[src/rtl/simon_io_ctrl.sv]
// -----------------------------------------------------------------------------
// simon_io_ctrl
//
// Byte-wide host front-end for the bit-serial Simon-128/128 core. Collects a
// plaintext block from the host byte port, drives the core through its key
// load, plaintext load and encrypt phases, captures the serial ciphertext and
// hands it back to the host one byte at a time.
//
// Ports:
//   clk, reset        single rising-edge clock, synchronous active-high reset
//   byte_in*          host plaintext byte port (valid/ready)
//   byte_out*         host ciphertext byte port (valid/ready)
//   busy              high while a block is being loaded, run or drained
//   error             sticky: RUN timeout or a ciphertext stream cut short
//   core_data_in      serial bit to the core
//   core_data_rdy     core command: 00 idle, 10 key bit, 01 pt bit, 11 encrypt
//   core_cipher_out   serial ciphertext bit from the core
//   core_valid        core is presenting a ciphertext bit this cycle
//   state_dbg         current FSM state, for checkers and debug
//
// Handshake rule (both host ports): a byte moves on a rising edge where valid
// and ready are both 1. Ready/valid here depend only on the FSM state, never on
// the partner's signal, and byte_out is held stable while valid=1 and ready=0.
//
// Bit order is LSB-first everywhere: host byte 0 is block bits [7:0], plaintext
// bit i goes to the core on LOAD_PT cycle i, the first ciphertext bit captured
// becomes bit 0, and the first output byte is ciphertext bits [7:0].
// -----------------------------------------------------------------------------
module simon_io_ctrl #(
    parameter int BLOCK_BITS = 128,
    parameter int KEY_BITS   = 128,
    parameter int TIMEOUT    = 1024
) (
    input  logic       clk,
    input  logic       reset,
    input  logic [7:0] byte_in,
    input  logic       byte_in_valid,
    output logic       byte_in_ready,
    output logic [7:0] byte_out,
    output logic       byte_out_valid,
    input  logic       byte_out_ready,
    output logic       busy,
    output logic       error,
    output logic       core_data_in,
    output logic [1:0] core_data_rdy,
    input  logic       core_cipher_out,
    input  logic       core_valid,
    output logic [2:0] state_dbg
);

    localparam int NBYTES    = BLOCK_BITS / 8;
    localparam int MAX_PHASE = (KEY_BITS > BLOCK_BITS) ? KEY_BITS : BLOCK_BITS;
    localparam int BIT_W     = $clog2(MAX_PHASE);
    localparam int BYTE_W    = (NBYTES > 1) ? $clog2(NBYTES) : 1;
    localparam int TO_W      = $clog2(TIMEOUT + 1);

    localparam logic [BIT_W-1:0]  KEY_LAST  = BIT_W'(KEY_BITS - 1);
    localparam logic [BIT_W-1:0]  BLK_LAST  = BIT_W'(BLOCK_BITS - 1);
    localparam logic [BYTE_W-1:0] BYTE_LAST = BYTE_W'(NBYTES - 1);
    localparam logic [TO_W-1:0]   TO_LAST   = TO_W'(TIMEOUT - 1);

    typedef enum logic [2:0] {
        S_IDLE     = 3'd0,
        S_COLLECT  = 3'd1,
        S_LOAD_KEY = 3'd2,
        S_LOAD_PT  = 3'd3,
        S_RUN      = 3'd4,
        S_CAPTURE  = 3'd5,
        S_DRAIN    = 3'd6
    } state_t;

    state_t                state_q, state_d;
    logic [BLOCK_BITS-1:0] shreg;
    logic [BIT_W-1:0]      bit_cnt;
    logic [BYTE_W-1:0]     byte_cnt;
    logic [TO_W-1:0]       to_cnt;
    logic                  error_q;

    // ------------------------------------------------------------------
    // Next state and outputs
    // ------------------------------------------------------------------
    always_comb begin
        state_d        = state_q;
        byte_in_ready  = 1'b0;
        byte_out_valid = 1'b0;
        byte_out       = 8'h00;
        core_data_rdy  = 2'b00;
        core_data_in   = 1'b0;
        busy           = 1'b1;

        case (state_q)
            S_IDLE: begin
                busy          = 1'b0;
                byte_in_ready = 1'b1;
                if (byte_in_valid) state_d = S_COLLECT;
            end
            S_COLLECT: begin
                busy          = 1'b0;
                byte_in_ready = 1'b1;
                if (byte_in_valid && byte_cnt == BYTE_LAST) state_d = S_LOAD_KEY;
            end
            S_LOAD_KEY: begin
                // The core hard-wires a zero key; we still clock KEY_BITS key cycles.
                core_data_rdy = 2'b10;
                if (bit_cnt == KEY_LAST) state_d = S_LOAD_PT;
            end
            S_LOAD_PT: begin
                core_data_rdy = 2'b01;
                core_data_in  = shreg[0];
                if (bit_cnt == BLK_LAST) state_d = S_RUN;
            end
            S_RUN: begin
                core_data_rdy = 2'b11;
                if (core_valid)              state_d = S_CAPTURE;
                else if (to_cnt == TO_LAST)  state_d = S_IDLE;
            end
            S_CAPTURE: begin
                core_data_rdy = 2'b11;
                // The core streams the ciphertext without gaps; a gap means a
                // broken block, so it is dropped rather than drained.
                if (!core_valid)                state_d = S_IDLE;
                else if (bit_cnt == BLK_LAST)   state_d = S_DRAIN;
            end
            S_DRAIN: begin
                byte_out_valid = 1'b1;
                byte_out       = shreg[7:0];
                if (byte_out_ready && byte_cnt == BYTE_LAST) state_d = S_IDLE;
            end
            default: begin
                busy    = 1'b0;
                state_d = S_IDLE;
            end
        endcase
    end

    always_ff @(posedge clk) begin
        if (reset) state_q <= S_IDLE;
        else       state_q <= state_d;
    end

    // ------------------------------------------------------------------
    // Datapath: shared shift register and phase counters
    // ------------------------------------------------------------------
    always_ff @(posedge clk) begin
        if (reset) begin
            shreg    <= '0;
            bit_cnt  <= '0;
            byte_cnt <= '0;
            to_cnt   <= '0;
            error_q  <= 1'b0;
        end else begin
            case (state_q)
                S_IDLE: begin
                    if (byte_in_valid) begin
                        // Bytes enter at the top and walk down, so after the
                        // last byte the first one sits in bits [7:0].
                        shreg    <= {byte_in, shreg[BLOCK_BITS-1:8]};
                        byte_cnt <= BYTE_W'(1);
                        error_q  <= 1'b0;
                    end
                end
                S_COLLECT: begin
                    bit_cnt <= '0;
                    if (byte_in_valid) begin
                        shreg    <= {byte_in, shreg[BLOCK_BITS-1:8]};
                        byte_cnt <= byte_cnt + BYTE_W'(1);
                    end
                end
                S_LOAD_KEY: begin
                    bit_cnt <= (bit_cnt == KEY_LAST) ? '0 : bit_cnt + BIT_W'(1);
                end
                S_LOAD_PT: begin
                    shreg   <= {1'b0, shreg[BLOCK_BITS-1:1]};
                    bit_cnt <= (bit_cnt == BLK_LAST) ? '0 : bit_cnt + BIT_W'(1);
                    to_cnt  <= '0;
                end
                S_RUN: begin
                    if (core_valid) begin
                        // Ciphertext enters at the top too, so the first
                        // captured bit ends up as bit 0.
                        shreg   <= {core_cipher_out, shreg[BLOCK_BITS-1:1]};
                        bit_cnt <= BIT_W'(1);
                    end else if (to_cnt == TO_LAST) begin
                        error_q <= 1'b1;
                    end else begin
                        to_cnt <= to_cnt + TO_W'(1);
                    end
                end
                S_CAPTURE: begin
                    byte_cnt <= '0;
                    if (core_valid) begin
                        shreg   <= {core_cipher_out, shreg[BLOCK_BITS-1:1]};
                        bit_cnt <= (bit_cnt == BLK_LAST) ? '0 : bit_cnt + BIT_W'(1);
                    end else begin
                        error_q <= 1'b1;
                    end
                end
                S_DRAIN: begin
                    if (byte_out_ready) begin
                        shreg    <= {8'h00, shreg[BLOCK_BITS-1:8]};
                        byte_cnt <= byte_cnt + BYTE_W'(1);
                    end
                end
                default: ;
            endcase
        end
    end

    assign error     = error_q;
    assign state_dbg = state_q;

endmodule
[config.mk]
export PLATFORM = sky130hd
export DESIGN_NAME = simon_io_ctrl
export DESIGN_NICKNAME = d
export VERILOG_FILES = /design/src/rtl/simon_io_ctrl.sv
export SDC_FILE = /design/constraint.sdc
export NUM_CORES = 1
export LEC_CHECK = 0
export ABC_AREA = 0
export CAP_MARGIN = 20
export CORE_MARGIN = 5
export CORE_UTILIZATION = 50
export DETAILED_ROUTE_END_ITERATION = 16
export PLACE_DENSITY_LB_ADDON = 0.05
export REMOVE_ABC_BUFFERS = 1
export SKIP_LAST_GASP = 1
export SLEW_MARGIN = 10
export SYNTH_ARGS = -nofsm -noshare
export SYNTH_HDL_FRONTEND = slang
export SYNTH_SLANG_ARGS = --single-unit
export TNS_END_PERCENT = 20
[constraint.sdc]
create_clock -name clk -period 4.3 [get_ports clk]
set_clock_uncertainty 0.1 [all_clocks]
set_input_delay 0.43 -clock clk [delete_from_list [all_inputs] [get_ports clk]]
set_output_delay 0.43 -clock clk [all_outputs]
set_load 0.02 [all_outputs]
==> summary.txt <==
Max-slew headroom -> 38.75%
Clock Path Buffers -> 2
Post-CTS setup buffers -> 0
Synth area leaders -> dfxtp_1, a211oi_1, a22oi_1, nor2_1, buf_2
Largest area contributor in the netlist -> dfxtp_1
Number of flops mapped to enable cells by yosys -> 0
Clk_lat worst skew -> 0.41 ns
Final wirelength -> 14,890 um
Area fraction of the dominant cell type after synthesis -> 44.59%
Die area -> 0.01628 sq mm
Hold Fails Final Rpt -> 0
Critical path data arrival time -> 3.08 ns
Die width -> 127.6 um
Total Nets Final -> 790
Post-synthesis cell count -> 790
Number of fill cells -> 1,242
Dpl hpwl -> 8816 um
I/O Buffers -> 31
Via count -> 5,795
Critical Path End Type -> output pin
Status -> finished clean
Syn. warnings -> 0
Clk root buf -> clkbuf_16
Cell Chain, Critical Path -> ha_1 -> nor2_2 -> inv_4 -> buf_12 -> clkdlybuf4s50_1
Slew Limit Fails -> 0
Pwr dens -> 754.3 mW/mm^2
Vias in the first global route -> 5,250
Post-route ant nets -> 0
Final GP Congestion -> 0.8392
Routed vias/inst -> 6.024
Hold path depth -> 2
I/O Pins -> 32
Primary FF master, synth -> dfxtp_1
Die Y -> 127.6 um
Setup violators final -> 0
Reg-to-reg endpoint -> shreg[67]$_SDFFE_PP0P_
GRT Overall Usage -> 18.49%
Worst hold start -> bit_cnt[6]$_SDFFE_PP0P_
Unrepaired setup endpoints after global routing -> no
Worst Hold End -> bit_cnt[6]$_SDFFE_PP0P_
Period Utilization, post-route -> 83.96%
CP max FO -> 128
Core area -> 0.01372 sq mm
Crit Path Class -> flop to output pin
Worst setup SP type -> flop
R2r startpoint -> state_dbg[1]$_SDFFE_PP0P_
Post-synthesis sequential area ratio -> 44.59%
Initial core utilization -> 50.40%
Iter 0 DRT Violations -> 604
CP Launch Point -> state_dbg[2]$_SDFFE_PP0P_
DRC violations left -> 0
Final instance area -> 0.007791 sq mm
HP Class -> flop to flop
CTS H-tree lvls -> 4
Worst reg-to-reg path cell count -> 8
Max-Cap Viols -> 0
Avg Cell Area, Syn -> 8.752 sq um
Storage cell area -> 0.003083 sq mm
F_max -> 277.0 MHz
Largest stage delay, worst path -> 0.73 ns
CTS Buf Count -> 17
First-pass GRT wire length -> 25,440 um
# clock sinks -> 154
CTS tree -> done
Area Overhead vs Synth -> 12.69%
Slowest CP cell -> dfxtp_1
Mapped cell area -> 0.006914 sq mm
Share of layout cells above drive strength 1 -> 6.010%
Clock-pin slew on the worst setup and hold paths -> 0.06 ns
Antenna violations before repair -> 0
DRT Pass-1 Iters -> 5
Post-DP Area -> 0.007251 sq mm
Synth cell types -> 55
Clock period minus worst slack -> 3.610 ns
Row count -> 43
DR WL/cell -> 15.47 um
Antenna diodes -> 0
VDD IR-drop max -> 0.3571 mV
WP data required -> 3.77 ns
Seq cells post-synth -> 154
LEAKAGE -> 0.002772 uW
Post-synth ARST share -> 0%
Pin count of the biggest net entering global routing -> 129
Hold_buf cts -> 0
Worst Max-Slew Pin Slew -> 0.9187 ns
Worst reg-to-reg setup slack -> 1.16 ns
Multi-input gate area -> 0.003452 sq mm
Total congestion overflow -> 0
Post-layout util -> 56.79%
CTS resizes -> 0
==> per-layer routing <==
layer  vias up  track usage (%)  wire [um]
li1       2945                -          -
met1      2772            26.16       7595
met2        68            28.21       6789
met3        10            4.013        382
met4         0            5.930        118
met5         -                0          0
==> cell usage after synthesis, types with 2 or more instances <==
master       n
dfxtp_1    154
nor2_1     149
a211oi_1   121
a22oi_1    121
buf_2       39
clkbuf_1    34
nand2_1     20
nand3_1     16
a21oi_1     15
and2_1       9
and3_1       9
xor2_1       9
a311oi_1     8
inv_1        8
o21ai_0      8
ha_1         7
buf_1        6
nand2b_1     4
nand4_1      4
nor2b_1      4
or3_1        4
nand3b_1     3
nor3_1       3
and3b_1      2
nor4_1       2
o2111ai_1    2
==> how the worst max path moves through the flow <==
| stage | endpoint | slack [ns] | depth (start not counted) |
|---|---|---|---|
| 6_report | core_data_rdy[0] | 0.69 | 5 |
| 5_1_grt | core_data_rdy[0] | 0.47 | 6 |
| 4_1_cts | core_data_rdy[0] | 0.70 | 6 |
| 3_5_place_dp | core_data_rdy[0] | 1.16 | 6 |
| 3_3_place_gp | core_data_rdy[0] | 1.23 | 5 |
| 2_1_floorplan | shreg[120]$_SDFFE_PP0P_ | -5.65 | 5 |
==> sequential cells by signal, indices dropped and copies added (netlist names) <==
name       count
state_dbg      3
to_cnt        11
shreg        128
byte_cnt       4
error          1
bit_cnt        7
==> per-stage QoR <==
step	worst slack, ns	hold slack [ns]	instances	power [uW]	TNS (ns)
after floorplan	-5.650	0.3259	709	3605	-708.65
after global placement	1.234	0.3373	930	4460	0
after detailed placement	1.158	0.3453	930	4523	0
after CTS	0.6983	0.3544	962	5918	0
after global routing	0.4651	0.3987	962	6339	0
final	0.6898	0.3494	962	5877	0
==> worst max-delay path: cells and delay by family (launching register included) <==
family / cells / cell delay, ns
adders and majority gates: 1 / 0.46
buffers and inverters: 3 / 1.25
DFF: 1 / 0.73
and+or+nand+nor: 1 / 0.17
==> cells in the final DEF, fill, tap and decap left out, drive strengths merged, types with 4 or more instances in the layout <==
master	instances
nand4	5
and2	9
o21ai	8
ha	7
a311oi	8
clkdlybuf4s50	30
clkinv	7
a21oi	15
inv	8
a22oi	121
nand3	16
nor2	150
and3	9
dfxtp	154
a211oi	122
xor2	9
or3	4
buf	11
nand2b	4
nand2	20
nor2b	4
clkbuf	23
==> final cells by class <==
cell class / instances / share of cell area (%)
inverter: 8 / 0.4175
clock inverter: 9 / 0.9314
clock buffer: 23 / 6.006
timing repair buffer: 41 / 5.878
multi-input combinational: 547 / 44.31
tap: 180 / 2.891
sequential: 154 / 39.57
==> where the power goes <==
| group | internal (uW) | switching, uW | total, uW | leakage (uW) |
|---|---|---|---|---|
| Clock | 819 | 552 | 1370 | 0.000270 |
| Sequential | 2000 | 506 | 2500 | 0.00127 |
| Combinational | 867 | 1140 | 2000 | 0.00123 |
| Total | 3680 | 2190 | 5880 | 0.00277 |
==> logic make-up after synthesis <==
group,synth area share [%]
adder cells (fa/ha/maj),1.267
AND/OR/NAND/NOR,15.56
buffers and inverters,5.700
AO/OA/AOI/OAI,31.14
flip-flops,44.59
XOR/XNOR,1.267
multiplexers,0.4705
(Power assumes the default switching activity.)
